### src/rtl/bus_cs_ctrl_if.sv
// Processor-side bus bundle for bus_cs_ctrl: the 8088 minimum-mode strobes in, and the decoded
// chip selects and slave strobes out. The controller connects through the slave modport.
interface bus_cs_ctrl_if #(
  parameter int ADDR_W = 20,
  parameter int NUM_CS = 4
);
  logic              ALE;
  logic              IOM;
  logic              RD;
  logic              WR;
  logic [ADDR_W-1:0] ABUS;
  logic [ADDR_W-1:0] Address;
  logic [NUM_CS-1:0] CS;
  logic              Load;
  logic              OE;
  logic              Wrenb;
  logic              READY;
  logic              Busy;
  logic              Miss;
  logic              Err;

  modport master (
    output ALE, IOM, RD, WR, ABUS,
    input  Address, CS, Load, OE, Wrenb, READY, Busy, Miss, Err
  );

  modport slave (
    input  ALE, IOM, RD, WR, ABUS,
    output Address, CS, Load, OE, Wrenb, READY, Busy, Miss, Err
  );
endinterface

### src/rtl/bus_cs_ctrl.sv
// 8088 bus-cycle controller: address latch, region decode to one-hot CS, and the strobe FSM.
// Optional wait-state insertion on READY is built only when BUS_WAIT_EN is defined.
module bus_cs_ctrl #(
  parameter int                       ADDR_W      = 20,
  parameter int                       NUM_CS      = 4,
  parameter logic [NUM_CS*ADDR_W-1:0] MAP_BASE    = {20'h01C00, 20'h0FF00, 20'h80000, 20'h00000},
  parameter logic [NUM_CS*ADDR_W-1:0] MAP_MASK    = {20'h0FE00, 20'h0FFF0, 20'h80000, 20'h80000},
  parameter logic [NUM_CS-1:0]        MAP_IOM     = 4'b1100,
  parameter int                       WAIT_CYCLES = 2
) (
  input logic           CLK,
  input logic           RESET,
  bus_cs_ctrl_if.slave  bus
);

  if (NUM_CS < 1 || NUM_CS > 8 || WAIT_CYCLES < 0 || WAIT_CYCLES > 15) begin : g_param_check
    $error("bus_cs_ctrl: NUM_CS or WAIT_CYCLES out of range");
  end

  typedef enum logic [1:0] {S_IDLE, S_ADDR, S_WAIT, S_XFER} state_e;

  state_e            state_q, state_d;
  logic [ADDR_W-1:0] address_q, address_d;
  logic [NUM_CS-1:0] cs_q, cs_d;
  logic              load_q, load_d;
  logic              busy_q, busy_d;
  logic              miss_q, miss_d;
  logic              err_q, err_d;
  logic              seen_q, seen_d;
  logic [NUM_CS-1:0] hit_vec;
  logic              both_low;
  logic              oe, wrenb;
`ifdef BUS_WAIT_EN
  logic              ready_q, ready_d;
  logic [3:0]        cnt_q, cnt_d;
`endif

  // Walking from the top index down lets the lowest matching region overwrite any higher one.
  always_comb begin
    hit_vec = '0;
    for (int i = NUM_CS - 1; i >= 0; i--) begin
      if (((bus.ABUS & MAP_MASK[i*ADDR_W +: ADDR_W]) == MAP_BASE[i*ADDR_W +: ADDR_W]) &&
          (bus.IOM == MAP_IOM[i])) begin
        hit_vec    = '0;
        hit_vec[i] = 1'b1;
      end
    end
  end

  assign both_low = !bus.RD && !bus.WR;

  always_comb begin
    oe    = 1'b0;
    wrenb = 1'b0;
    if (state_q == S_XFER && !both_low) begin
      oe    = !bus.RD;
      wrenb = !bus.WR;
    end
  end

  always_comb begin
    // NOTE: every variable gets a default before the case so no path can infer a latch.
    state_d   = state_q;
    address_d = address_q;
    cs_d      = cs_q;
    seen_d    = seen_q;
    miss_d    = 1'b0;
    err_d     = 1'b0;
`ifdef BUS_WAIT_EN
    cnt_d     = cnt_q;
`endif
    case (state_q)
      S_IDLE: begin
        if (bus.ALE) begin
          address_d = bus.ABUS;
          if (|hit_vec) begin
            cs_d    = hit_vec;
            state_d = S_ADDR;
          end else begin
            miss_d = 1'b1;
          end
        end
      end
      S_ADDR: begin
        seen_d  = 1'b0;
        state_d = S_XFER;
`ifdef BUS_WAIT_EN
        if (WAIT_CYCLES > 0) begin
          state_d = S_WAIT;
          cnt_d   = 4'(WAIT_CYCLES - 1);
        end
`endif
      end
`ifdef BUS_WAIT_EN
      S_WAIT: begin
        if (cnt_q == 4'd0) state_d = S_XFER;
        else               cnt_d   = cnt_q - 4'd1;
      end
`endif
      S_XFER: begin
        if (both_low) begin
          err_d   = 1'b1;
          cs_d    = '0;
          state_d = S_IDLE;
        end else if (bus.RD && bus.WR) begin
          // Idle strobes only end the cycle once a strobe has actually been seen.
          if (seen_q) begin
            cs_d    = '0;
            state_d = S_IDLE;
          end
        end else begin
          seen_d = 1'b1;
        end
      end
      default: begin
        cs_d    = '0;
        state_d = S_IDLE;
      end
    endcase
    load_d = (state_d == S_ADDR);
    busy_d = (state_d != S_IDLE);
`ifdef BUS_WAIT_EN
    ready_d = (state_d != S_WAIT);
`endif
  end

  always_ff @(posedge CLK) begin
    // NOTE: state registers use non-blocking assignments so every flop samples pre-edge values.
    if (RESET) begin
      state_q   <= S_IDLE;
      address_q <= '0;
      cs_q      <= '0;
      load_q    <= 1'b0;
      busy_q    <= 1'b0;
      miss_q    <= 1'b0;
      err_q     <= 1'b0;
      seen_q    <= 1'b0;
`ifdef BUS_WAIT_EN
      ready_q   <= 1'b1;
      cnt_q     <= '0;
`endif
    end else begin
      state_q   <= state_d;
      address_q <= address_d;
      cs_q      <= cs_d;
      load_q    <= load_d;
      busy_q    <= busy_d;
      miss_q    <= miss_d;
      err_q     <= err_d;
      seen_q    <= seen_d;
`ifdef BUS_WAIT_EN
      ready_q   <= ready_d;
      cnt_q     <= cnt_d;
`endif
    end
  end

  assign bus.Address = address_q;
  assign bus.CS      = cs_q;
  assign bus.Load    = load_q;
  assign bus.OE      = oe;
  assign bus.Wrenb   = wrenb;
  assign bus.Busy    = busy_q;
  assign bus.Miss    = miss_q;
  assign bus.Err     = err_q;
`ifdef BUS_WAIT_EN
  assign bus.READY   = ready_q;
`else
  assign bus.READY   = 1'b1;
`endif

endmodule

### src/flat_wrapper.sv
// flat-port wrapper written by rule: the top's interface ports become plain ports
module bus_cs_ctrl_flat 
#(
  parameter int                       ADDR_W      = 20,
  parameter int                       NUM_CS      = 4,
  parameter logic [NUM_CS*ADDR_W-1:0] MAP_BASE    = {20'h01C00, 20'h0FF00, 20'h80000, 20'h00000},
  parameter logic [NUM_CS*ADDR_W-1:0] MAP_MASK    = {20'h0FE00, 20'h0FFF0, 20'h80000, 20'h80000},
  parameter logic [NUM_CS-1:0]        MAP_IOM     = 4'b1100,
  parameter int                       WAIT_CYCLES = 2
)
  (CLK, RESET, bus_ALE, bus_IOM, bus_RD, bus_WR, bus_ABUS, bus_Address, bus_CS, bus_Load, bus_OE, bus_Wrenb, bus_READY, bus_Busy, bus_Miss, bus_Err);
  bus_cs_ctrl_if #(.ADDR_W(ADDR_W), .NUM_CS(NUM_CS)) bus_i ();
  input logic CLK;
  input logic RESET;
  input wire logic [$bits(bus_i.ALE)-1:0] bus_ALE;
  input wire logic [$bits(bus_i.IOM)-1:0] bus_IOM;
  input wire logic [$bits(bus_i.RD)-1:0] bus_RD;
  input wire logic [$bits(bus_i.WR)-1:0] bus_WR;
  input wire logic [$bits(bus_i.ABUS)-1:0] bus_ABUS;
  output wire logic [$bits(bus_i.Address)-1:0] bus_Address;
  output wire logic [$bits(bus_i.CS)-1:0] bus_CS;
  output wire logic [$bits(bus_i.Load)-1:0] bus_Load;
  output wire logic [$bits(bus_i.OE)-1:0] bus_OE;
  output wire logic [$bits(bus_i.Wrenb)-1:0] bus_Wrenb;
  output wire logic [$bits(bus_i.READY)-1:0] bus_READY;
  output wire logic [$bits(bus_i.Busy)-1:0] bus_Busy;
  output wire logic [$bits(bus_i.Miss)-1:0] bus_Miss;
  output wire logic [$bits(bus_i.Err)-1:0] bus_Err;
  assign bus_i.ALE = bus_ALE;
  assign bus_i.IOM = bus_IOM;
  assign bus_i.RD = bus_RD;
  assign bus_i.WR = bus_WR;
  assign bus_i.ABUS = bus_ABUS;
  assign bus_Address = bus_i.Address;
  assign bus_CS = bus_i.CS;
  assign bus_Load = bus_i.Load;
  assign bus_OE = bus_i.OE;
  assign bus_Wrenb = bus_i.Wrenb;
  assign bus_READY = bus_i.READY;
  assign bus_Busy = bus_i.Busy;
  assign bus_Miss = bus_i.Miss;
  assign bus_Err = bus_i.Err;
  bus_cs_ctrl #(.ADDR_W(ADDR_W), .NUM_CS(NUM_CS), .MAP_BASE(MAP_BASE), .MAP_MASK(MAP_MASK), .MAP_IOM(MAP_IOM), .WAIT_CYCLES(WAIT_CYCLES)) u_core (.CLK(CLK), .RESET(RESET), .bus(bus_i));
endmodule
### config.mk
export PLATFORM = sky130hd
export DESIGN_NAME = bus_cs_ctrl_flat
export DESIGN_NICKNAME = d
export VERILOG_FILES = /design/src/rtl/bus_cs_ctrl_if.sv /design/src/rtl/bus_cs_ctrl.sv /design/src/flat_wrapper.sv
export SDC_FILE = /design/constraint.sdc
export NUM_CORES = 1
export LEC_CHECK = 0
export ABC_AREA = 1
export CAP_MARGIN = 20
export CORE_MARGIN = 5
export CORE_UTILIZATION = 40
export DETAILED_ROUTE_END_ITERATION = 6
export DONT_BUFFER_PORTS = 1
export HOLD_SLACK_MARGIN = 0.08
export SYNTH_ARGS = -nofsm -noshare
export SYNTH_HDL_FRONTEND = slang
export SYNTH_SLANG_ARGS = --single-unit
### constraint.sdc
create_clock -name CLK -period 1.1 [get_ports CLK]
set_input_delay 0.11 -clock CLK [delete_from_list [all_inputs] [get_ports CLK]]
set_output_delay 0.11 -clock CLK [all_outputs]
set_load 0.02 [all_outputs]
After elaboration in Yosys (flattened, before gate mapping)

Index checks and enable logic that the tools add are counted.

Eq/ne operators: 11
Muxes and demuxes: 23
Bitwise logic cells: 5
Reduce and logical (&&, ||, !) cells: 20

Operators with widths:

| kind                   | count |
|---|---|
| $mux W4                | 9 |
| $logic_not A20 Y1      | 1 |
| $eq A12 B12 Y1 const B | 1 |
| $pmux W4 S3            | 1 |
| $mux W2                | 5 |
| $eq A7 B4 Y1 const B   | 1 |
| $logic_and A1 B1 Y1    | 7 |
| $mux W1                | 6 |
| $ne A2 B2 Y1 const B   | 3 |
| $pmux W2 S3            | 1 |
| $not A1 Y1             | 5 |
| $reduce_and A5 Y1      | 1 |
| $eq A2 B1 Y1 const B   | 2 |
| $reduce_bool A2 Y1     | 2 |
| $reduce_or A4 Y1       | 1 |
| $logic_not A1 Y1       | 3 |
| $ne A3 B1 Y1 const B   | 1 |
| $ne A3 B2 Y1 const B   | 1 |
| $reduce_and A3 Y1      | 1 |
| $reduce_or A3 Y1       | 1 |
| $eq A2 B2 Y1 const B   | 1 |
| $logic_not A2 Y1       | 1 |
| $ne A2 B1 Y1 const B   | 1 |
| $pmux W1 S2            | 1 |
| 2 further kinds        | 2 |

Flip-flop bits (word level): 31
Input bits: 26
Output and inout bits: 31
Word-level logic and storage cells: 67

Longest topological paths before layout

Gate-level depths: netlist of the first run.

Depth after elaboration: 11
Gate-level depth with buffers: 11
Mapped depth without buffers: 11

Worst setup path before layout of the first run

Ideal clock, no wire load.

Kind: flip-flop to flip-flop
From: reg u_core.state_q[1]
To: reg u_core.cs_q[0] (netlist: u_core.bus.CS[0])
Setup time: 115 ps
Arrival time: 1,092 ps
Required time: 985 ps
Path slack: -107 ps
Cell stages (with the launch flop): 9
Path buffers: 1
Clock period less this slack: 1,207 ps
Path through: dfxtp_1 nand2_1 nor2_4 nand2_1 o21ai_2 a21oi_2 buf_6 a21oi_1 nor2_1

Longest elaborated chain between the ends: 3
Elaborated cells on any way between the ends: 10
Those cells by class: eq/ne: 6; mux: 1; bitwise: 1; reduce/logical: 2

RTL lines:

| item                                                        | RTL line           | RTL |
|---|---|---|
| start, declared                                             | bus_cs_ctrl.sv:22  | `state_e state_q, state_d;` |
| start signal, assigned                                      | bus_cs_ctrl.sv:143 | `state_q <= state_d;` |
| $eq A2 B2 Y1, or another cell as far along                  | bus_cs_ctrl.sv:72  | `case (state_q)` |
| $ne A3 B1 Y1 (no source line), or another cell as far along | --                 |  |
| $reduce_and A5 Y1 (no source line)                          | --                 |  |
| end signal, assigned                                        | bus_cs_ctrl.sv:145 | `cs_q <= cs_d;` |
| end, declared                                               | bus_cs_ctrl.sv:24  | `logic [NUM_CS-1:0] cs_q, cs_d;` |

Parallel ways exist; a longest one is shown, timed or not.
A chain may end at the register's enable or synchronous reset.

Worst setup path in the final report of the first run

From: reg u_core.state_q[0]
To: out bus_OE

Longest elaborated chain between the ends: 3

RTL lines:

| item                | RTL line           | RTL |
|---|---|---|
| $eq A2 B2 Y1        | bus_cs_ctrl.sv:55  | `if (state_q == S_XFER && !both_low) begin` |
| $logic_and A1 B1 Y1 | bus_cs_ctrl.sv:55  |  |
| $mux W1             | bus_cs_ctrl.sv:55  |  |
| end, declared       | flat_wrapper.sv:23 | `output wire logic [$bits(bus_i.OE)-1:0] bus_OE;` |

Every way passes these cells.

==> results.sh, run 1 <==
export IMPL_status="finished with violations"
export IMPL_violations="setup timing"
export IMPL_critPathSlowestCell="dfxtp_2"
export IMPL_viasPerCell=4.98
export IMPL_layout_common_cells="nor2_1 (52), dfxtp_1 (29), dlygate4sd3_1 (25), nand2_1 (17), o21ai_1 (14)"
export IMPL_first_pass_iters=4
export IMPL_ys_ff_latch=31
export IMPL_critPathTopFamily="flip-flops"
export IMPL_cts_max_level=2
export IMPL_fp_dieArea_um2=4270
export IMPL_clk_pin_slew_worst_paths_ps=90
export IMPL_antenna_left=0
export IMPL_syn_num_nets=195
export IMPL_worstHoldPathCells=3
export IMPL_worstHoldPathType="input port to flip-flop"
export IMPL_cts_tree="done"
export IMPL_total_power_uw=2720
export IMPL_cpPeakStageDelay_ps=350
export IMPL_grt_usage_pct=16.3
export IMPL_critical_path_max_fanout=2
export IMPL_row_count=20
export IMPL_setup_ws_ps=-272
export IMPL_core_um2=3000
export IMPL_grt_first_pass_wirelength_um=5280
export IMPL_setup_viol=30
export IMPL_ys_types=19
export IMPL_grt_overflow_total=0
export IMPL_holdPathEnd="u_core.bus.CS[0]"
export IMPL_post_route_period_util_pct=125
export IMPL_nFillCells=240
export IMPL_slew_violations=0
export IMPL_grt_pass1_vias=1205
export IMPL_grt_max_degree=26
export IMPL_crit_type="flip-flop to primary output"
export IMPL_grt_setup_unrepaired="yes"
export IMPL_dr_first_iter_drc_count=62
export IMPL_layout_drive_gt1_share_pct=28.6
export IMPL_reg2regPathDepth=10
export IMPL_start_util_pct=40.8
export IMPL_die_y_um=65.3
export IMPL_vias=1244
export IMPL_fin_util_pct=64.8
export IMPL_leakagePower_uw=0.000849
export IMPL_cts_buffer_depth=2
export IMPL_cp_end_kind="primary output"
export IMPL_ir_drop_uv=811
export IMPL_worstSkewPairLatency_ps=330
export IMPL_antenna_cells=0
export IMPL_wl_per_cell_um=14.9
export IMPL_ys_warn_count=0
export IMPL_cts_sinks=31
export IMPL_synthArstFlopShare_pct=0
export IMPL_fin_nets=242
export IMPL_die_w_um=65.3
export IMPL_synth_edf_count=0
export IMPL_synth_area_um2=1220
export IMPL_r2r_end="u_core.bus.CS[1]"
export IMPL_num_io_pins=57
export IMPL_yosysSeqAreaShare_pct=50.7
export IMPL_mostFrequentLayoutCell="nor2_1"
export IMPL_drt_wl_total_um=3720
export IMPL_route_detailed_drc=0
export IMPL_required_ps=990
export IMPL_syn_inst=169
export IMPL_syn_avg_cell_area_um2=7.24
export IMPL_ys_flop_type="dfxtp_1"
export IMPL_dpl_hpwl_um=2230
export IMPL_cp_arrival_ps=1260
export IMPL_syn_to_final_growth_pct=58.9
export IMPL_clock_skew_ps=10.3
export IMPL_hold_viol=0
export IMPL_cts_root_buffer="clkbuf_4"
export IMPL_drv_cap=0
export IMPL_crit_path_start_kind="flip-flop"
export IMPL_cp_cell_sequence="nand2_2 > nor2_4 > buf_6 > inv_4 > nor2_4 > buf_6"
export IMPL_pre_cts_ws_ps=-128
export IMPL_cts_buffers=5
export IMPL_post_route_min_period_ps=1370
export IMPL_holdCritStartpoint="RESET"
export IMPL_gp_congestion=0.748
export IMPL_r2r_start="u_core.state_q[0]"
export IMPL_power_density_nw_per_um2=1400
export IMPL_reg2reg_slack_ps=-260
export IMPL_max_freq_mhz=729
export IMPL_grt_antenna_before_repair=0
export IMPL_port_buffers=0
export IMPL_path_buf_inv=3
export IMPL_cp_depth=6
==> area by class of cell <==
cell class	instances	area [um^2]	area share, %
Clock inverter	1	5.00	0.257
Timing Repair Buffer	48	532	27.3
Tap cell	33	41.3	2.12
Multi-Input combinational cell	120	651	33.5
Inverter	10	47.5	2.45
Sequential cell	31	623	32.0
Clock buffer	7	45.0	2.32
==> synth_stat cells, types with 2 or more instances <==
| cell type | n | area (um^2) |
|---|---|---|
| inv_1 | 6 | 22.5 |
| nor2_1 | 56 | 210 |
| inv_2 | 4 | 15.0 |
| clkbuf_1 | 4 | 15.0 |
| a21oi_1 | 7 | 35.0 |
| nand2_1 | 22 | 82.6 |
| buf_2 | 2 | 10.0 |
| o21ai_1 | 21 | 105 |
| nand3_1 | 6 | 30.0 |
| dfxtp_1 | 31 | 621 |
| nand3b_1 | 2 | 15.0 |
==> worst register-to-register path: cells and delay by family, from the launching register on <==
kind | cells | cell delay, ps
and+or+nand+nor | 6 | 390
DFF | 1 | 340
buffers and inverters | 2 | 280
AOI/OAI and AO/OA | 2 | 250
==> logic make-up (layout without fill, tap and decap cells) <==
| family | count (synthesis) | after routing | synth area share [%] |
|---|---|---|---|
| AND/OR/NAND/NOR | 89 | 89 | 29.4 |
| flip-flops | 31 | 31 | 50.7 |
| AO/OA/AOI/OAI | 30 | 30 | 12.9 |
| buffers and inverters | 18 | 66 | 6.65 |
| other | 1 | 1 | 0.306 |
==> stage by stage <==
step	instances	instance area (um^2)	TNS [ps]	hold slack, ps
after floorplan	169	1260	-169	172
after global placement	208	1380	-259	173
after detailed placement	208	1380	-537	177
after CTS	245	1730	-2960	88.2
after global routing	250	1940	-5410	153
final	250	1940	-3540	147
==> state kept, by name, indices dropped and copies added, names as in the netlist <==
signal / flops
u_core.bus.Busy: 1
u_core.bus.Miss: 1
u_core.bus.Address: 20
u_core.state_q: 2
u_core.seen_q: 1
u_core.bus.Load: 1
u_core.bus.CS: 4
u_core.bus.Err: 1
==> how the worst max path moves through the flow <==
stage / startpoint / endpoint / slack (ps)
global route: u_core.state_q[0] / bus_OE / -340
detailed placement: u_core.state_q[1] / u_core.bus.CS[0] / -130
global placement: u_core.state_q[1] / u_core.bus.CS[0] / -70
CTS: u_core.state_q[1] / bus_OE / -270
floorplan: u_core.state_q[1] / u_core.bus.CS[0] / -50
finish: u_core.state_q[0] / bus_OE / -270
==> repair_timing <==
action / in CTS / in global routing
hold buffers: 25 / 0
pin swaps: 1 / 22
endpoints found under the setup margin: 9 / 32
hold endpoints to repair: 30 / 0
gates resized for setup: 3 / 33
buffers inserted: 4 / 2
cloned: 0 / 3
==> power breakdown <==
group | leakage, uW | switching (uW) | internal, uW
sequential | 0.000257 | 198 | 1240
clock | 0.0000293 | 359 | 248
combinational | 0.000563 | 331 | 345
==> metal layers <==
metal / vias up / GRT usage, % / part of all wire (%)
li1: 630 / - / -
met1: 559 / 16.6 / 38
met2: 43 / 28.3 / 51
met3: 12 / 7.18 / 7.8
met4: 0 / 8.03 / 2.8
met5: - / 0 / 0
(Power assumes the default switching activity.)
==> run 2, diff against run 1 <==
==> constraint.sdc (replaced) <==
create_clock -name CLK -period 1.6 [get_ports CLK]
set_input_delay 0.16 -clock CLK [delete_from_list [all_inputs] [get_ports CLK]]
set_output_delay 0.16 -clock CLK [all_outputs]
set_load 0.02 [all_outputs]
==> run 2 against run 1 <==
The run now ends clean. Sequential power is 31% lower. Wire length shrank 14%. Non-clock buffer count decreased by 21. Global-route usage increased by 0.078 points.
==> results.sh, run 2 (synthesized netlist as in run 1, its figures left out) <==
export IMPL_layout_common_cells="nor2_1 (56), dfxtp_1 (31), dlygate4sd3_1 (24), nand2_1 (22), o21ai_1 (21)"
export IMPL_cts_tree="done"
export IMPL_syn_to_final_growth_pct=26.9
export IMPL_vias=1161
export IMPL_first_pass_iters=4
export IMPL_start_util_pct=40.8
export IMPL_cpPeakStageDelay_ps=370
export IMPL_worstSkewPairLatency_ps=320
export IMPL_largest_reg_flops=20
export IMPL_holdCritStartpoint="bus_IOM"
export IMPL_drv_cap=0
export IMPL_viasPerCell=5.07
export IMPL_path_buf_inv=1
export IMPL_leakagePower_uw=0.000674
export IMPL_cts_buffers=5
export IMPL_worstHoldPathCells=4
export IMPL_die_w_um=65.3
export IMPL_worstHoldPathType="input port to flip-flop"
export IMPL_slew_violations=0
export IMPL_die_y_um=65.3
export IMPL_grt_usage_pct=16.4
export IMPL_setup_viol=0
export IMPL_cp_cell_sequence="nand2_1 > nor2_4 > inv_2 > nor2_1"
export IMPL_dpl_hpwl_um=2090
export IMPL_wl_per_cell_um=14.0
export IMPL_cts_root_buffer="clkbuf_4"
export IMPL_antenna_cells=0
export IMPL_cts_setup_buffers=0
export IMPL_route_detailed_drc=0
export IMPL_cts_max_level=2
export IMPL_grt_first_pass_wirelength_um=5320
export IMPL_reg2regPathDepth=8
export IMPL_cts_buffer_depth=2
export IMPL_port_buffers=0
export IMPL_antenna_left=0
export IMPL_clock_skew_ps=4.62
export IMPL_holdPathEnd="u_core.bus.CS[2]"
export IMPL_clk_pin_slew_worst_paths_ps=90
export IMPL_critPathSlowestCell="dfxtp_1"
export IMPL_mostFrequentLayoutCell="nor2_1"
export IMPL_fin_tns_setup_ps=0
export IMPL_ir_drop_uv=632
export IMPL_status="completed"
export IMPL_r2r_end="u_core.bus.CS[3]"
export IMPL_drt_wl_total_um=3200
export IMPL_core_um2=3000
export IMPL_num_io_pins=57
export IMPL_post_route_period_util_pct=93.7
export IMPL_critical_path_max_fanout=3
export IMPL_required_ps=1440
export IMPL_hold_viol=0
export IMPL_fp_dieArea_um2=4270
export IMPL_grt_pass1_vias=1213
export IMPL_r2r_start="u_core.state_q[1]"
export IMPL_grt_max_degree=26
export IMPL_max_freq_mhz=667
export IMPL_layout_drive_gt1_share_pct=8.67
export IMPL_cts_sinks=31
export IMPL_post_route_min_period_ps=1500
export IMPL_grt_overflow_total=0
export IMPL_grt_antenna_before_repair=0
export IMPL_crit_type="flip-flop to primary output"
export IMPL_gp_congestion=0.728
export IMPL_cp_arrival_ps=1340
export IMPL_grt_setup_unrepaired="no"
export IMPL_reg2reg_slack_ps=150
export IMPL_fin_nets=221
export IMPL_critPathTopFamily="simple AND/OR/NAND/NOR gates"
export IMPL_whs_ps=92.3
export IMPL_cp_end_kind="primary output"
export IMPL_crit_path_start_kind="flip-flop"
export IMPL_dr_first_iter_drc_count=34
export IMPL_row_count=20
export IMPL_power_density_nw_per_um2=1140
[run 2: cell count changes in the layout (fill, tap and decap cells not counted), sizes merged]
cell / delta
buf: -17
clkbuf: -2
clkinv: -1
dlygate4sd3: -1
[run 2: metrics by stage]
step | instances | cell area, um^2 | setup WS, ps | utilization (%) | power [uW]
final | 229 | 1550 | 100 | 51.7 | 1770
after global routing | 229 | 1550 | 6.78 | 51.7 | 1880
after CTS | 229 | 1550 | 94.8 | 51.7 | 1780
after detailed placement | 197 | 1240 | 191 | 41.4 | 1230
after global placement | 197 | 1240 | 305 | 41.4 | 1220
after floorplan | 169 | 1220 | 393 | - | 1180
[run 2: tightest hold or removal path: stages]
cell and delay [ps]:
nand3b_1 60, nand3_1 70, nand2_1 60, nor2_1 30
[run 2: worst max path at each step]
stage,from,slack [ps],cells after the start,to
global placement,u_core.state_q[1],300,8,u_core.bus.CS[3]
detailed placement,u_core.state_q[1],190,8,u_core.bus.CS[3]
finish,u_core.state_q[1],100,4,bus_OE
global route,u_core.state_q[1],7,4,bus_Wrenb
CTS,u_core.state_q[1],90,4,bus_OE
floorplan,u_core.state_q[1],390,8,u_core.bus.CS[0]
[run 2: layout make-up]
cell class | instances | area (um^2)
inverter | 10 | 37.5
fill | 289 | 1450
sequential | 31 | 621
timing repair buffer | 27 | 263
tap | 33 | 41.3
clock buffer | 8 | 68.8
multi-input combinational | 120 | 522
[run 2: per-layer routing]
layer | part of all wire, % | GRT usage (%)
met2 | 52 | 29.3
met1 | 38 | 16.6
met5 | 0 | 0
met4 | 1.2 | 5.96
met3 | 8.4 | 7.52
[run 2: power by group]
group	switching, uW	total, uW	internal, uW
Sequential	138	987	849
Combinational	156	275	119
Clock	247	505	258
[run 2: repair_timing]
item                                   4_1_cts  5_1_grt
hold buffers                                24        0
resized for setup                            0        0
endpoints found under the hold margin       26        0
